$ cat config.mk
export PLATFORM = sky130hd
export DESIGN_NAME = nn_layer_sequencer
export DESIGN_NICKNAME = d
export VERILOG_FILES = /design/src/rtl/nn_seq_pkg.sv /design/src/rtl/mac_unit.sv /design/src/rtl/nn_layer_sequencer.sv
export SDC_FILE = /design/constraint.sdc
export NUM_CORES = 1
export LEC_CHECK = 0
export BUFFER_PORTS_ARGS = -buffer_cell sky130_fd_sc_hd__clkbuf_2
export CELL_PAD_IN_SITES_DETAIL_PLACEMENT = 0
export CELL_PAD_IN_SITES_GLOBAL_PLACEMENT = 1
export CORE_MARGIN = 4
export CORE_UTILIZATION = 52
export CTS_CLUSTER_DIAMETER = 200
export CTS_CLUSTER_SIZE = 12
export DETAILED_ROUTE_END_ITERATION = 8
export MAX_ROUTING_LAYER = met4
export PLACE_DENSITY_LB_ADDON = 0.1
export SYNTH_ARGS = -nofsm -noshare
export SYNTH_HDL_FRONTEND = slang
export SYNTH_SLANG_ARGS = --single-unit
$ cat constraint.sdc
create_clock -name clk_i -period 8.97 [get_ports clk_i]
set_clock_uncertainty 0.05 [all_clocks]
set_input_delay 0.4485 -clock clk_i [delete_from_list [all_inputs] [get_ports clk_i]]
set_output_delay 0.4485 -clock clk_i [all_outputs]
set_load 0.1 [all_outputs]
$ cat src/rtl/nn_seq_pkg.sv
// Shared types and constants for the time-multiplexed 4-8-1 network sequencer.
package nn_seq_pkg;
    localparam int unsigned N_IN   = 4;
    localparam int unsigned N_HID  = 8;
    localparam int unsigned X_W    = 4;
    localparam int unsigned H_W    = 10;
    localparam int unsigned ACC_W  = 23;
    localparam int unsigned ADDR_W = 6;

    localparam logic [ADDR_W-1:0] HID_BASE  = 6'd0;
    localparam logic [ADDR_W-1:0] OUT_BASE  = 6'd32;
    localparam logic [ADDR_W-1:0] LAST_ADDR = 6'd39;
    localparam logic [ADDR_W-1:0] HID_LAST  = 6'd31;

    typedef enum logic [2:0] {
        ST_IDLE  = 3'd0,
        ST_HID   = 3'd1,
        ST_OUT   = 3'd2,
        ST_DRAIN = 3'd3,
        ST_DONE  = 3'd4
    } state_e;
endpackage

$ cat src/rtl/mac_unit.sv
// Single shared multiply-accumulate; sum_c_o exposes the value the accumulator is about to take.
module mac_unit
    import nn_seq_pkg::*;
(
    input  logic             clk_i,
    input  logic             rst_i,
    input  logic             clr_i,
    input  logic             en_i,
    input  logic [X_W-1:0]   a_i,
    input  logic [H_W-1:0]   b_i,
    output logic [ACC_W-1:0] sum_c_o
);
    localparam int unsigned PROD_W = X_W + H_W;

    logic [PROD_W-1:0] prod;
    logic [ACC_W-1:0]  acc_q;

    always_comb begin
        prod    = PROD_W'(a_i) * PROD_W'(b_i);
        sum_c_o = clr_i ? ACC_W'(prod) : acc_q + ACC_W'(prod);
    end

    always_ff @(posedge clk_i or posedge rst_i) begin
        if (rst_i) begin
            acc_q <= '0;
        end else if (en_i) begin
            acc_q <= sum_c_o;
        end
    end
endmodule

$ cat src/rtl/nn_layer_sequencer.sv
// Sequences hidden and output neurons through one MAC, streaming weights from a synchronous memory.
module nn_layer_sequencer
    import nn_seq_pkg::*;
(
    input  logic                  clk_i,
    input  logic                  rst_i,
    input  logic                  start_i,
    input  logic                  abort_i,
    input  logic [N_IN*X_W-1:0]   x_i,
    output logic [ADDR_W-1:0]     w_addr_o,
    output logic                  w_rd_o,
    input  logic [X_W-1:0]        w_data_i,
    output logic                  busy_o,
    output logic                  done_o,
    output logic [ACC_W-1:0]      result_o,
    output logic [2:0]            curr_state_o
);
    state_e            state_q, state_d;
    logic [ADDR_W-1:0] addr_q, addr_d;
    logic              rd_q, rd_d;
    logic              busy_q, busy_d;
    logic              done_q, done_d;
    logic [ACC_W-1:0]  result_q, result_d;

    // Address/valid of the read whose data is on w_data_i this cycle
    logic [ADDR_W-1:0] paddr_q;
    logic              pvld_q;

    logic [X_W-1:0]    x_q   [N_IN];
    logic [H_W-1:0]    hid_q [N_HID];

    logic              accept_c;
    logic              mac_clr_c;
    logic [H_W-1:0]    mac_b_c;
    logic [ACC_W-1:0]  sum_c;

    assign accept_c = ((state_q == ST_IDLE) || (state_q == ST_DONE)) && start_i && !abort_i;

    always_ff @(posedge clk_i or posedge rst_i) begin
        if (rst_i) begin
            state_q  <= ST_IDLE;
            addr_q   <= '0;
            rd_q     <= 1'b0;
            busy_q   <= 1'b0;
            done_q   <= 1'b0;
            result_q <= '0;
        end else begin
            state_q  <= state_d;
            addr_q   <= addr_d;
            rd_q     <= rd_d;
            busy_q   <= busy_d;
            done_q   <= done_d;
            result_q <= result_d;
        end
    end

    // Outputs are computed for the state being entered so they line up with it
    always_comb begin
        state_d  = state_q;
        addr_d   = addr_q;
        rd_d     = 1'b0;
        busy_d   = 1'b0;
        done_d   = 1'b0;
        result_d = result_q;
        case (state_q)
            ST_IDLE, ST_DONE: begin
                state_d = ST_IDLE;
                if (accept_c) begin
                    state_d = ST_HID;
                    addr_d  = HID_BASE;
                    rd_d    = 1'b1;
                    busy_d  = 1'b1;
                end
            end
            ST_HID: begin
                rd_d   = 1'b1;
                busy_d = 1'b1;
                if (addr_q == HID_LAST) begin
                    state_d = ST_OUT;
                    addr_d  = OUT_BASE;
                end else begin
                    addr_d = addr_q + 6'd1;
                end
            end
            ST_OUT: begin
                busy_d = 1'b1;
                if (addr_q == LAST_ADDR) begin
                    state_d = ST_DRAIN;
                end else begin
                    rd_d   = 1'b1;
                    addr_d = addr_q + 6'd1;
                end
            end
            ST_DRAIN: begin
                state_d  = ST_DONE;
                done_d   = 1'b1;
                result_d = sum_c;
            end
            default: state_d = ST_IDLE;
        endcase
        if (abort_i) begin
            state_d  = ST_IDLE;
            rd_d     = 1'b0;
            busy_d   = 1'b0;
            done_d   = 1'b0;
            result_d = result_q;
        end
    end

    // Datapath: read pipeline tracking, input latch, hidden register file
    always_ff @(posedge clk_i or posedge rst_i) begin
        if (rst_i) begin
            paddr_q <= '0;
            pvld_q  <= 1'b0;
            for (int unsigned i = 0; i < N_IN; i++) x_q[i] <= '0;
            for (int unsigned j = 0; j < N_HID; j++) hid_q[j] <= '0;
        end else begin
            paddr_q <= addr_q;
            pvld_q  <= rd_q;
            if (accept_c) begin
                for (int unsigned i = 0; i < N_IN; i++) x_q[i] <= x_i[i*X_W +: X_W];
            end
            if (pvld_q && !paddr_q[5] && (paddr_q[1:0] == 2'd3)) begin
                hid_q[paddr_q[4:2]] <= sum_c[H_W-1:0];
            end
        end
    end

    always_comb begin
        mac_b_c   = H_W'(x_q[paddr_q[1:0]]);
        mac_clr_c = (paddr_q[1:0] == 2'd0);
        if (paddr_q[5]) begin
            mac_b_c   = hid_q[paddr_q[2:0]];
            mac_clr_c = (paddr_q[2:0] == 3'd0);
        end
    end

    mac_unit u_mac (
        .clk_i   (clk_i),
        .rst_i   (rst_i),
        .clr_i   (mac_clr_c),
        .en_i    (pvld_q),
        .a_i     (w_data_i),
        .b_i     (mac_b_c),
        .sum_c_o (sum_c)
    );

    assign w_addr_o     = addr_q;
    assign w_rd_o       = rd_q;
    assign busy_o       = busy_q;
    assign done_o       = done_q;
    assign result_o     = result_q;
    assign curr_state_o = state_q;
endmodule

After elaboration in Yosys (flattened, before gate mapping)
Index checks and enable logic that the tools add are counted.
W data, S select, Z words.
{ "op_classes": {"n_addsub": 2, "multipliers": 1, "order_cmp": 4, "n_eq_ne": 11, "muxes": 29, "bitwise_logic": 4, "reduce_logical": 17} }
{ "op_table": {"columns": ["operator", "n"], "rows": [
  ["$bwmux W80", 1],
  ["$mux W10", 4],
  ["$bmux W10 S3", 1],
  ["$demux W10 S3", 1],
  ["$add A23 B14 Y23", 1],
  ["$mux W23", 1],
  ["$mux W6", 3],
  ["$pmux W6 S3", 1],
  ["$mul A4 B10 Y14", 1],
  ["$pmux W3 S4", 1],
  ["$mux W3", 3],
  ["$bmux W4 S2", 1],
  ["$ge A4 B4 Y1 const B", 2],
  ["$mux W1", 8],
  ["$mux W4", 2],
  ["$not A3 Y4", 2],
  ["$add A6 B1 Y6 const B", 1],
  ["$eq A3 B2 Y1 const B", 2],
  ["$eq A6 B5 Y1 const B", 1],
  ["$eq A6 B6 Y1 const B", 1],
  ["$logic_not A3 Y1", 2],
  ["$ne A3 B3 Y1 const B", 2],
  ["$logic_and A1 B1 Y1", 5],
  ["$lt A4 B1 Y1 const B", 1],
  ["other kinds (16)", 20]
]} }
{ "totals": {"ff_bits": 161, "inputBits": 24, "word_cells": 89} }

Depth between registers and ports, before layout
Gate-level depths: netlist of run 1.
{ "depth": {"depth_word": 9, "mapped_depth": 25, "ltp_nobuf": 23} }

Hierarchy
A second synthesis of run 1 with hierarchy kept.
{ "hier_totals": {"cells_unflattened": 822, "area_unflattened_um2": 9572.9} }
{ "modules_own_cells": {"columns": ["module", "instances", "cells_each", "area_each_um2", "seq_area_each_um2"], "rows": [
  ["nn_layer_sequencer", 1, 399, 6094.6, 3453.3],
  ["mac_unit", 1, 423, 3478.3, 575.6]
]} }

Worst setup path before layout of run 1
OpenSTA, ideal clock, no wires.
{ "synth_timing": {"path_type": "register to register", "startpoint": "register paddr_q[0]", "endpoint": "register u_mac.acc_q[21]", "setup_time_ns": 0.083, "arrival_time_ns": 5.789, "required_ns": 8.837, "slack_ns": 3.048, "path_stages_with_launch": 25, "period_less_slack_ns": 5.922, "cell_sequence": "dfrtp_1 buf_2 buf_2 mux4_2 nand2_1 a21boi_0 and2_1 fa_1 inv_1 fa_1 inv_1 ha_1 a2111oi_0 o21ai_0 a41oi_1 xnor2_1 ha_1 clkbuf_1 and4_1 and3_1 o21ai_0 a21boi_0 o211ai_1 or3_1 o21ai_0"} }
{ "synth_between": {"elab_chain_len": 8} }
{ "synth_lines": {"columns": ["element", "line_no", "text"], "rows": [
  ["start: declaration", "nn_layer_sequencer.sv:26", "logic [ADDR_W-1:0] paddr_q;"],
  ["start signal: assignment", "nn_layer_sequencer.sv:118", "paddr_q <= addr_q;"],
  ["$not A3 Y4 (implied by the code) / $not A2 Y3 (equally long branches)", "nn_layer_sequencer.sv:133, nn_layer_sequencer.sv:130", null],
  ["$bmux W10 S3 / $bmux W4 S2 (equally long branches)", "nn_layer_sequencer.sv:133, nn_layer_sequencer.sv:130", null],
  ["$mux W10 (implied by the code) / $mux W4 (equally long branches) (2 in a row)", "nn_layer_sequencer.sv:133, nn_layer_sequencer.sv:130", null],
  ["$mux W10", "nn_layer_sequencer.sv:132", "if (paddr_q[5]) begin"],
  ["$mul A4 B10 Y14", "mac_unit.sv:19", "prod = PROD_W'(a_i) * PROD_W'(b_i);"],
  ["$add A23 B14 Y23", "mac_unit.sv:20", "sum_c_o = clr_i ? ACC_W'(prod) : acc_q + ACC_W'(prod);"],
  ["$mux W23 (*)", "mac_unit.sv:20", null],
  ["end signal: assignment", "mac_unit.sv:27", "acc_q <= sum_c_o;"],
  ["end: declaration", "mac_unit.sv:16", "logic [ACC_W-1:0] acc_q;"]
]} }
Mark *: on every way between the ends. The rest lies on a longest branch, timed or not. The select of a mux whose other input is x is not followed.
A chain may end at the register's enable or synchronous reset.

Worst setup path after layout of run 1
Same ends and word-level chain as after synthesis.

==> summary.md, run 1 <==
The endpoint identified for the worst register-to-register timing path is u_mac.acc_q[21]. A synthesized cell averages 9.98 um^2. Global routing used 22.9% of the available tracks across all layers. The finished cells cover 9940 um^2. The main combinational cell family by area after synthesis was simple AND/OR/NAND/NOR gates.

The largest net degree at the start of global routing is 87, and the arrival time at the worst endpoint is 6.85 ns. The signal on the critical path passes through buf_4, mux4_2, o21ai_0, nor2b_1, fa_1, inv_1, fa_1, inv_1, ha_1, o211ai_1, a21oi_1, a211oi_1, o21ai_0, xor2_1, ha_1, and4_1, and3_1, o21ai_0, a21boi_0, o211ai_1, or3_1, o21ai_0. Across the run, the number of max-cap violations was 0.

The routability congestion estimate from global placement is 0.857, and the average routed wire per standard cell is 17.6 um. The first routing iteration left 435 violations. For the detailed-routing iteration count for the pre-antenna-repair pass, the log shows 4.

Ranked by total cell area, the synthesized netlist is headed by sky130_fd_sc_hd__dfrtp_1 45%, sky130_fd_sc_hd__mux4_2 6.1%, sky130_fd_sc_hd__nand2_1 5.0%, sky130_fd_sc_hd__ha_1 4.8%, sky130_fd_sc_hd__o21ai_0 4.5%. Power comes to 2.60 mW. For the number of global-route vias before repair, the log shows 6762. The largest fanout on the critical path works out to 27. The share of the synthesized area in the top cell type works out to 45.3%. The fill cell total of the finished layout is 1435.

Across all layers, the routed design uses 6596 vias. The run gives 8890 um^2 as the netlist area before placement. The number of different library cells used by synthesis comes to 60. The run gives 9370 um^2 as the standard cell area after detailed placement. Final cycle utilization of the critical path: 73.1%. The most numerous cell type found on the critical path is sky130_fd_sc_hd__o21ai_0.

After technology mapping, the gate count stands at 891. The die covers 19200 um^2. The number of nets handed over by synthesis was 966. The tools report the sequential standard cell area as 4030 um^2.

The number of synthesized flops with an enable pin was 0. Summed over all layers, the routed wires come to 20500 um. The final period demand of the worst path was 6.56 ns. The worst register-to-register path begins at paddr_q[0]. The startpoint-to-endpoint class of the critical path is reg2reg.

The first global-routing pass estimated 34700 um of wire. Counting cells, the worst reg-to-reg path comes to 22. The row count came out at 47. The initial antenna violation count was 0. Cells fill 59.8% of the core in the end. In the synthesized netlist, mux cells make up 9.33% of the area.

Cells with a size suffix above 1 make up 16.2% of the layout. The path class of the tightest hold or removal check is in2async. Among all flip-flop cells after synthesis, the most frequent one is sky130_fd_sc_hd__dfrtp_1. For this run, design rule violations remaining after detail routing come to 0. Relative to the synthesized area, the layout overhead comes to 11.9%.

On the worst path, the slowest cell contributes a delay of 0.57 ns. Clock-pin slew was measured on the worst setup and hold paths at 0.07 ns. Library cell occupying the most area in the post-synthesis netlist: sky130_fd_sc_hd__dfrtp_1. After global routing the overflow that remains totals 0. The post-CTS resize count is 0, and the transition at the pin with the smallest max-transition slack is 0.961 ns. The simple-gate area share of the yosys netlist was 15.3%; the net count of the finished layout was 1012. The cell with the largest stage delay on the worst path is sky130_fd_sc_hd__mux4_2. The headroom to the max-slew limit was 34.1%; the sink count of the clock tree was 161.

Timing would allow up to 152 MHz. The number of pins with negative max-slew slack in the final report was 0; the width of the die was 139 um. The logs give 53.4% for the starting density of the core and 4530 um^2 for the area of the multi-input gates. In this run the number of H-tree levels came out at 4.

Across the VDD grid, the largest voltage drop is 0.158 mV. Setup repair after global routing left no endpoint under its margin. The number of setup buffers added after CTS is 0. TritonCTS built the clock tree. The repair_antennas step left the layout with diodes totalling 0. In the final timing run, aggregate negative setup slack is 0 ns. For the final hold violation count, the log shows 0. The xor and xnor fraction of the mapped netlist area was 2.86%; the share of the synthesized area in compound gates (AO/OA/AOI/OAI) was 14.7%. The share of synthesized cell area in full adder, half adder and majority cells was 8.73%; the number of buffers added by the clock tree synthesis step was 17.

The count of nets left with antenna violations once routing finished came out at 0. The share of the yosys chip area belonging to registers came out at 45.3%. Dividing total power by cell area gives a power density of 262 nW/um^2. The tools report the nature of the critical path endpoint as a register. The number of buffers added on ports works out to 58. Measured along the y axis, the die boundary spans 139 um. In this run the clock root is driven by a sky130_fd_sc_hd__clkbuf_16. For this run, asynchronously set or reset flops after synthesis account for 100%. The worst register-to-register path has a setup slack of 2.41 ns. Clock latency on the worst-skew pair, taken at its later pin, is 0.42 ns.

The run finished with clean final reports. The run gives 9.26 ns as the endpoint required time on the critical path. The post-DP HPWL came out at 14300 um. Yosys printed 0 warnings. The worst setup path is launched from a register. In this run the count of I/O pins placed on the die edge is 59. No sink is reached through more buffers than the 2 on the longest clock path. In the routed layout, each cell is associated on average with a via count of 5.65. The static power due to leakage was 4.46 nW; the number of flip-flops and latches in the synthesized netlist was 161. The logs give 0 for the number of setup violations in the final report and 0 for the count of hold-fix buffers inserted at cts. The total area inside the core boundary comes to 16600 um^2.
==> metrics by stage <==
| step | worst slack (ns) | hold slack, ns | instances |
|---|---|---|---|
| floorplan | 3.05 | 0.395 | 891 |
| global placement | 2.56 | 0.312 | 1138 |
| detailed placement | 2.45 | 0.329 | 1138 |
| CTS | 2.41 | 0.143 | 1168 |
| global route | 1.82 | 0.193 | 1168 |
| finish | 2.41 | 0.125 | 1168 |
==> cell families (layout without fill, tap and decap cells) <==
| kind of cell | Yosys count | count (layout) |
|---|---|---|
| adder cells (fa/ha/maj) | 52 | 52 |
| XOR/XNOR | 29 | 29 |
| flip-flops | 161 | 161 |
| AO/OA/AOI/OAI | 223 | 223 |
| multiplexers | 50 | 50 |
| buffers and inverters | 85 | 142 |
| AND/OR/NAND/NOR | 291 | 291 |
==> worst max-delay path: cells and delay by family (launching register included) <==
kind | cells | cell delay (ns)
compound gates | 9 | 2.02
fa+ha+maj | 4 | 1.84
simple gates | 4 | 0.92
mux | 1 | 0.57
buf+inv | 3 | 0.53
flops | 1 | 0.33
xor+xnor | 1 | 0.19
==> where the power goes <==
part	internal (mW)	leakage [nW]	total [mW]	switching, mW
Sequential	0.800	1.76	0.851	0.0514
Combinational	0.368	2.42	1.03	0.665
Clock	0.417	0.276	0.719	0.302
==> cells in the mapped netlist (all sizes together), types with 10 or more instances <==
| library cell | instances |
|---|---|
| xor2 | 11 |
| a21oi | 75 |
| nor2 | 71 |
| nand2b | 12 |
| mux2 | 17 |
| nor3 | 10 |
| xnor2 | 18 |
| inv | 43 |
| dfrtp | 161 |
| nor2b | 19 |
| and2 | 19 |
| fa | 17 |
| mux4 | 24 |
| clkbuf | 29 |
| nand2 | 119 |
| buf | 13 |
| ha | 34 |
| nand3 | 13 |
| o21ai | 88 |
==> worst max path at each step <==
stage | startpoint | endpoint | slack, ns
global route | paddr_q[0] | u_mac.acc_q[21] | 1.82
finish | paddr_q[0] | u_mac.acc_q[21] | 2.41
detailed placement | paddr_q[0] | u_mac.acc_q[21] | 2.45
CTS | paddr_q[0] | u_mac.acc_q[21] | 2.41
global placement | paddr_q[0] | u_mac.acc_q[17] | 2.56
floorplan | paddr_q[0] | u_mac.acc_q[21] | 3.05
==> cells in the final DEF (no fill, tap or decap), drive strengths merged, types with 4 or more instances in the layout <==
| cell | Yosys | routed |
|---|---|---|
| a211oi | 5 | 5 |
| a21boi | 9 | 9 |
| a21o | 6 | 6 |
| a21oi | 75 | 75 |
| a31oi | 7 | 7 |
| and2 | 19 | 19 |
| and3 | 5 | 5 |
| and4 | 4 | 4 |
| buf | 13 | 11 |
| clkbuf | 29 | 77 |
| clkinv | 0 | 5 |
| dfrtp | 161 | 161 |
| fa | 17 | 17 |
| ha | 34 | 34 |
| inv | 43 | 45 |
| mux2 | 17 | 17 |
| mux2i | 9 | 9 |
| mux4 | 24 | 24 |
| nand2 | 119 | 119 |
| nand2b | 12 | 12 |
| nand3 | 13 | 13 |
| nand3b | 4 | 4 |
| nand4 | 4 | 4 |
| nor2 | 71 | 71 |
| nor2b | 19 | 19 |
| nor3 | 10 | 10 |
| o21a | 4 | 4 |
| o21ai | 88 | 88 |
| o21bai | 4 | 4 |
| o31ai | 7 | 7 |
| or3 | 4 | 4 |
| xnor2 | 18 | 18 |
| xor2 | 11 | 11 |
==> sequential cells by signal, summed over array words and instances, names as in the netlist <==
register	count
paddr_q	6
x_q	16
pvld_q	1
busy_o	1
w_addr_o	6
w_rd_o	1
u_mac.acc_q	23
hid_q	80
result_o	23
done_o	1
curr_state_o	3
==> layer usage <==
layer  global-route usage (%)  wire length, um  vias up
met1                     29.5             9110     3252
met3                     3.83              702       29
met2                     38.1            10400      134
met5                        -                0        -
li1                         -                -     3181
met4                     5.97              294        0
==> final cells by class <==
class                      count  share of cell area (%)
multi-input combinational    645                    45.5
clock inverter                11                    1.33
inverter                      43                    1.67
timing repair buffer          69                    3.75
clock buffer                  19                    4.45
tap                          220                    2.77
sequential                   161                    40.5
Note: power is estimated with default switching activity, not from simulation.
==> run 2: changes to the inputs <==
Settings changed: CORE_UTILIZATION 52 to 48.
Clock period 8.97 ns to 6.48 ns, I/O delays scaled along.
==> summary.md, run 2 (same netlist as run 1, synthesis figures left out) <==
The run finished, with violations left. The checks that failed: hold timing. CTS placed an instance of sky130_fd_sc_hd__clkbuf_16 at the clock tree root.

For this run, global-route usage on met3 was measured as 3.57%. Timing analysis after detailed placement gives a worst setup slack of 0.126 ns. STA classifies the critical path startpoint as a register. Post-CTS resize count: 0.

The row count was 49; the maximum achievable frequency was 166 MHz. At the worst endpoint, the required time is 6.76 ns. Entering global routing, the biggest net connects 86 pins. The smallest hold slack was -0.00889 ns; the flip-flop count of the largest register after layout was 80. Summed over all cells, the static leakage comes to 4.59 nW. Post-detailed-route via-to-cell ratio: 5.46. Final period demand of the worst path: 6.03 ns.

The library cell used most frequently in the layout, excluding fill and tap cells, is sky130_fd_sc_hd__dfrtp_1. Ranked by flip-flop count, first place goes to hid_q. The placed instances occupy a cell area of 9540 um^2. The total overflow left after global routing is 0. The fill cell total of the finished layout is 1587, and the largest fanout on the critical path is 27. For the initial antenna violation count, the log shows 0. Data on the critical path arrives at its endpoint at 6.32 ns. The worst hold path belongs to the class in2async. Summing internal, switching and leakage power gives 3.77 mW. VDD sags by at most 0.264 mV.

In the global route stage, overall resource usage came out at 22.1%. The synthesis-to-layout area growth is 14.7%, and the worst-case register-to-register setup slack is 0.45 ns. The tool flagged a number of max-cap violations equal to 0.

The number of buffers added on ports was 58. The initial DRC count was 384; the number of antenna cells inserted was 0. For this run, design rule violations remaining after detail routing come to 0. In the final routed layout, each cell accounts on average for 17.4 um.

The tools report the count of boundary I/O pins as 59. Cells with a size suffix above 1 make up 18.7% of the layout. The number of setup violations in the final report is 0.

STA classifies the critical path endpoint as a register. The logs give 23 for the final hold violation count and 49.1% for the starting density of the core. The final cycle utilization of the critical path came out at 93.1%. For this run, global-route usage on met1 was measured as 27.5%.

Die boundary height: 144 um. The via count of the routed design is 6541. Busiest layer in global routing: met2.

The least setup slack across all paths after layout came out at 0.446 ns. Number of buffers added by the clock tree synthesis step: 17. The routability congestion estimate from global placement was 0.860. Clock-pin slew was measured on the worst setup and hold paths at 0.07 ns. Clock latency on the worst-skew pair, taken at its later pin, is 0.43 ns. The width of the die is 144 um.

The first global-routing pass estimated 34800 um of wire. The run gives 0 as the post-route antenna net violation count. For this run, the share of the core covered by cells in the final layout is 56.4%.

The transition at the pin with the smallest max-transition slack is 0.994 ns. TritonCTS built the clock tree. The tools report the sink count of the clock tree as 161.

For the number of pins with negative max-slew slack in the final report, the log shows 0. Measured against its own limit, the worst slew margin works out to 33.7%. The first TritonRoute pass finished after 5 iterations. For this run, global-route usage on met2 was measured as 37.9%.

At the end of the flow, the number of nets in the layout was 1031. The top cell types in the final layout, fill and taps aside, are 161 x sky130_fd_sc_hd__dfrtp_1, 119 x sky130_fd_sc_hd__nand2_1, 76 x sky130_fd_sc_hd__o21ai_0. The total power per unit cell area came out at 370 nW/um^2. The startpoint-to-endpoint class of the critical path is reg2reg.

Number of global-route vias before repair: 6689. The final layout contains routed wiring with a total length of 20800 um. The die area is 20800 um^2, and the count of hold-fix buffers inserted at cts is 0. The HPWL after detailed placement is 14800 um.

After routing the design area is 10200 um^2. The total area inside the core boundary comes to 18100 um^2. Buffers added to address setup during post-CTS repair amount to 0.

The clock passes through at most 2 buffers. In this run the number of H-tree levels came out at 4.
## run 2: metal layers
layer	wire length (um)	share of wire, %
met1	9180	44
met2	10800	52
met3	540	2.6
met4	298	1.4
met5	0	0
## run 2: stage by stage
stage / std cells / hold slack (ns) / setup TNS, ns
after floorplan: 891 / 0.337 / 0
after global placement: 1166 / 0.319 / 0
after detailed placement: 1166 / 0.334 / 0
after CTS: 1198 / 0.00770 / 0
after global routing: 1198 / 0.0641 / -0.0217
final: 1198 / -0.00889 / 0
## run 2: cell type report
class / count / area (um^2) / share of cell area [%]
Clock buffer: 18 / 439 / 4.31
Clock inverter: 14 / 188 / 1.84
Inverter: 43 / 166 / 1.63
Multi-Input combinational cell: 645 / 4560 / 44.7
Sequential cell: 161 / 4030 / 39.5
Tap cell: 229 / 287 / 2.81
Timing Repair Buffer: 88 / 532 / 5.22
## run 2: critical path, stage by stage (launching register included)
cell	delay, ns
sky130_fd_sc_hd__dfrtp_1	0.40
sky130_fd_sc_hd__buf_12	0.19
sky130_fd_sc_hd__mux4_2	0.35
sky130_fd_sc_hd__nand2_1	0.05
sky130_fd_sc_hd__a31oi_1	0.43
sky130_fd_sc_hd__nand2_1	0.15
sky130_fd_sc_hd__fa_1	0.54
sky130_fd_sc_hd__inv_1	0.06
sky130_fd_sc_hd__fa_1	0.56
sky130_fd_sc_hd__inv_1	0.06
sky130_fd_sc_hd__fa_1	0.45
sky130_fd_sc_hd__nand2b_1	0.19
sky130_fd_sc_hd__a21oi_1	0.16
sky130_fd_sc_hd__a211oi_2	0.07
sky130_fd_sc_hd__o21ai_0	0.22
sky130_fd_sc_hd__xor2_1	0.11
sky130_fd_sc_hd__ha_1	0.42
sky130_fd_sc_hd__and4_1	0.25
sky130_fd_sc_hd__and3_1	0.15
sky130_fd_sc_hd__o21ai_0	0.11
sky130_fd_sc_hd__a21boi_1	0.30
sky130_fd_sc_hd__o211ai_1	0.18
sky130_fd_sc_hd__or3_1	0.37
sky130_fd_sc_hd__o21ai_0	0.10
## run 2: final timing paths
check	from	cells after the start	end
min reg2reg	w_rd_o	0	pvld_q
max in group asynchronous	rst_i	3	hid_q[21]
max	paddr_q[0]	23	u_mac.acc_q[21]
max reg2reg	paddr_q[0]	23	u_mac.acc_q[21]
min	rst_i	2	result_o[22]
min in group clk_i	x_i[15]	2	x_q[3]
## run 2: power by group
| part | switching, mW | total [mW] | internal [mW] |
|---|---|---|---|
| Sequential | 0.0695 | 1.18 | 1.11 |
| Combinational | 0.955 | 1.54 | 0.583 |
| Clock | 0.457 | 1.06 | 0.600 |
==> run 3: changes to the inputs <==
Settings changed: CORE_UTILIZATION 48 to 44.
Clock period 6.48 ns to 5.15 ns, I/O delays scaled along.
==> summary.md, run 3 (same netlist as run 1, synthesis figures left out) <==
The run finished, with violations left. The checks that failed: setup timing. The fill cell total of the finished layout was 1658.

Global routing used 23.2% of the available tracks. The post-layout total power was 6.24 mW; the number of cells after detailed placement was 1262. After legalization and detailed placement, the total HPWL measured 16100 um. Dividing total power by cell area gives a power density of 516 nW/um^2. Entering global routing, the biggest net connects 114 pins.

The worst setup path is captured at a register. The tools report the clock root buffer master as sky130_fd_sc_hd__clkbuf_16. The most common cell after layout, fill and taps aside is sky130_fd_sc_hd__dfrtp_1.

Headroom to the max-slew limit came out at 15.4%. Net switching is 39.1% of the power. After detailed routing, the met2 layer carries 12400 um of wire.

0 antenna diodes ended up in the layout. STA puts the critical path data required time at 5.45 ns. The largest fanout on the critical path came out at 7.

Setup violations remaining at the end of the flow were counted as 70. Startpoint-to-endpoint class of the critical path: reg2reg. The die covers 22500 um^2.

The finished layout holds 1338 standard cells, fillers aside. The final period demand of the worst path is 5.59 ns, and the post-route antenna net violation count is 0. The synthesis-to-layout area growth is 35.9%. In the final timing run, aggregate negative setup slack is -14.41 ns. Per report_power, the clock group accounts for 20.8% of the total.

The tools report the remaining global-route overflow as 0. The number of pins with negative max-slew slack in the final report is 0, and the number of max-cap violations is 0. Clock tree synthesis found a total of 161 sinks.

The standard cell area after detailed placement is 10300 um^2, and the number of buffers added on ports is 58. The run gives 17 as the number of buffers added by the clock tree synthesis step. The tools report the critical path launch point type as a register.

Net switching power: 2.44 mW. The run gives 7782 as the number of global-route vias before repair. The pre-antenna-repair detailed-routing pass consisted of 7 iterations. The final hold violation count was 0; the row count was 51. The detailed router put a total of 10600 um of wire on met1. From left edge to right edge, the die measures 150 um. The routability congestion estimate from global placement is 0.851, and the transition at the pin with the smallest max-transition slack is 1.26 ns. The tools report the total internal power as 3.80 mW.

Setup repair after global routing could not meet its margin everywhere. From bottom edge to top edge, the die measures 150 um. The via count of the routed design is 7259, and the static power due to leakage is 5.32 nW.

After detailed routing, the total wire length is 24200 um. The register with the most flip-flops in the final layout is hid_q. Of the available clock period, the critical path in the final layout requires 109%.

The least setup slack across all paths after layout is -0.442 ns. The net count of the finished layout is 1135, and the maximum achievable frequency is 179 MHz. In the final routed layout, each cell accounts on average for 18.1 um. The routed length on met3 came out at 870 um.

In the final layout, the share of cells above drive strength 1 is 38.1%. The register with the most flip-flops in the layout has 80 of them. TritonCTS built the clock tree. Data arrives at the worst endpoint at 5.89 ns. The total area inside the core boundary comes to 19700 um^2. Of the total power, combinational logic draws 55.2%. The first global-routing pass estimated 40200 um of wire. Dividing the detail-routed via count by the number of cells gives 5.43. The library cells used most frequently in the layout, excluding fill and tap cells, are 160 x sky130_fd_sc_hd__dfrtp_1, 106 x sky130_fd_sc_hd__nand2_1, 97 x sky130_fd_sc_hd__buf_4.

After routing the design area is 12100 um^2. The maximum number of buffers from clock root to sink is 2. The peak ir drop on the vdd network came out at 0.353 mV. In this run the worst hold path is classified as in2async. Clock-pin slew was measured on the worst setup and hold paths at 0.07 ns. Sequential cells burn 24.0% of the power.

The smallest hold slack came out at 0.00169 ns. The initial antenna violation count is 0. The top routing layer in use was met4. The initial utilization of the core area, before any placement, comes to 45.2%. The latest clock arrival within the worst-skew pair came out at 0.43 ns. 59 I/O pins were placed. CTS built an H-tree with a depth of 4.

The remaining design rule violation count was 0. After the first detailed-routing iteration, the DRC count stood at 412.
[run 3: cell type report]
cell class              instances  area, um^2  area share, %
clock buffers                  18         439           3.64
repair buffers                192        1540           12.8
flip-flops and latches        161        4030           33.4
multi-input cells             645        5410           44.8
clock inverters                14         165           1.37
inverters                      43         166           1.38
well taps                     265         332           2.74
[run 3: per-stage QoR]
| step | utilization [%] | setup slack (ns) |
|---|---|---|
| final | 61.5 | -0.442 |
| after global routing | 61.5 | -0.716 |
| after floorplan | - | -0.0137 |
| after global placement | 52.3 | -0.583 |
| after CTS | 59.8 | -0.359 |
| after detailed placement | 52.3 | -0.606 |
[run 3: power groups by stage]
stage / Sequential [mW] / Combinational (mW) / Clock, mW
finish: 1.50 / 3.44 / 1.30
global route: 1.51 / 3.71 / 1.37
CTS: 1.50 / 3.03 / 1.32
detailed placement: 1.51 / 2.50 / 0
global placement: 1.50 / 2.46 / 0
floorplan: 1.55 / 1.38 / 0
[run 3: worst max-delay path, cell delays in order, from the launching register on]
cell	delay, ns
sky130_fd_sc_hd__dfrtp_2	0.41
sky130_fd_sc_hd__buf_12	0.15
sky130_fd_sc_hd__buf_12	0.14
sky130_fd_sc_hd__mux4_2	0.50
sky130_fd_sc_hd__nand2_2	0.11
sky130_fd_sc_hd__a21boi_4	0.06
sky130_fd_sc_hd__and2_4	0.16
sky130_fd_sc_hd__fa_1	0.55
sky130_fd_sc_hd__inv_2	0.04
sky130_fd_sc_hd__fa_1	0.48
sky130_fd_sc_hd__inv_2	0.04
sky130_fd_sc_hd__ha_4	0.20
sky130_fd_sc_hd__o211ai_1	0.27
sky130_fd_sc_hd__a21oi_4	0.06
sky130_fd_sc_hd__a211oi_4	0.29
sky130_fd_sc_hd__o21ai_2	0.09
sky130_fd_sc_hd__xor2_1	0.18
sky130_fd_sc_hd__ha_1	0.35
sky130_fd_sc_hd__a21oi_1	0.11
sky130_fd_sc_hd__o21ai_1	0.28
sky130_fd_sc_hd__a21oi_4	0.06
sky130_fd_sc_hd__a21boi_2	0.17
sky130_fd_sc_hd__buf_4	0.13
sky130_fd_sc_hd__o2111ai_4	0.13
sky130_fd_sc_hd__or3_1	0.41
sky130_fd_sc_hd__o21ai_1	0.08
[run 3: final timing paths]
path	from	endpoint	slack [ns]	depth (start not counted)
setup / recovery	paddr_q[0]	u_mac.acc_q[17]	-0.44	25
max in group asynchronous	rst_i	u_mac.acc_q[6]	3.74	3
hold reg to reg	w_rd_o	pvld_q	0.34	0
setup reg to reg	paddr_q[0]	u_mac.acc_q[17]	-0.44	25
hold / removal	rst_i	pvld_q	0.002	2
min in group clk_i	x_i[4]	x_q[8]	0.02	2
[run 3: routing by layer]
metal | up-vias | GRT usage (%)
li1 | 3440 | -
met1 | 3641 | 30.0
met2 | 150 | 38.8
met3 | 28 | 3.22
met4 | 0 | 6.45
met5 | - | -
[run 3: timing repair]
| item | 4_1_cts | 5_1_grt |
|---|---|---|
| setup endpoints to repair | 70 | 76 |
| gates cloned | 3 | 1 |
| pin swaps | 77 | 44 |
| hold endpoints to repair | 9 | 0 |
| gates resized for setup | 123 | 73 |
| setup buffers | 27 | 7 |
| hold buffers | 9 | 0 |
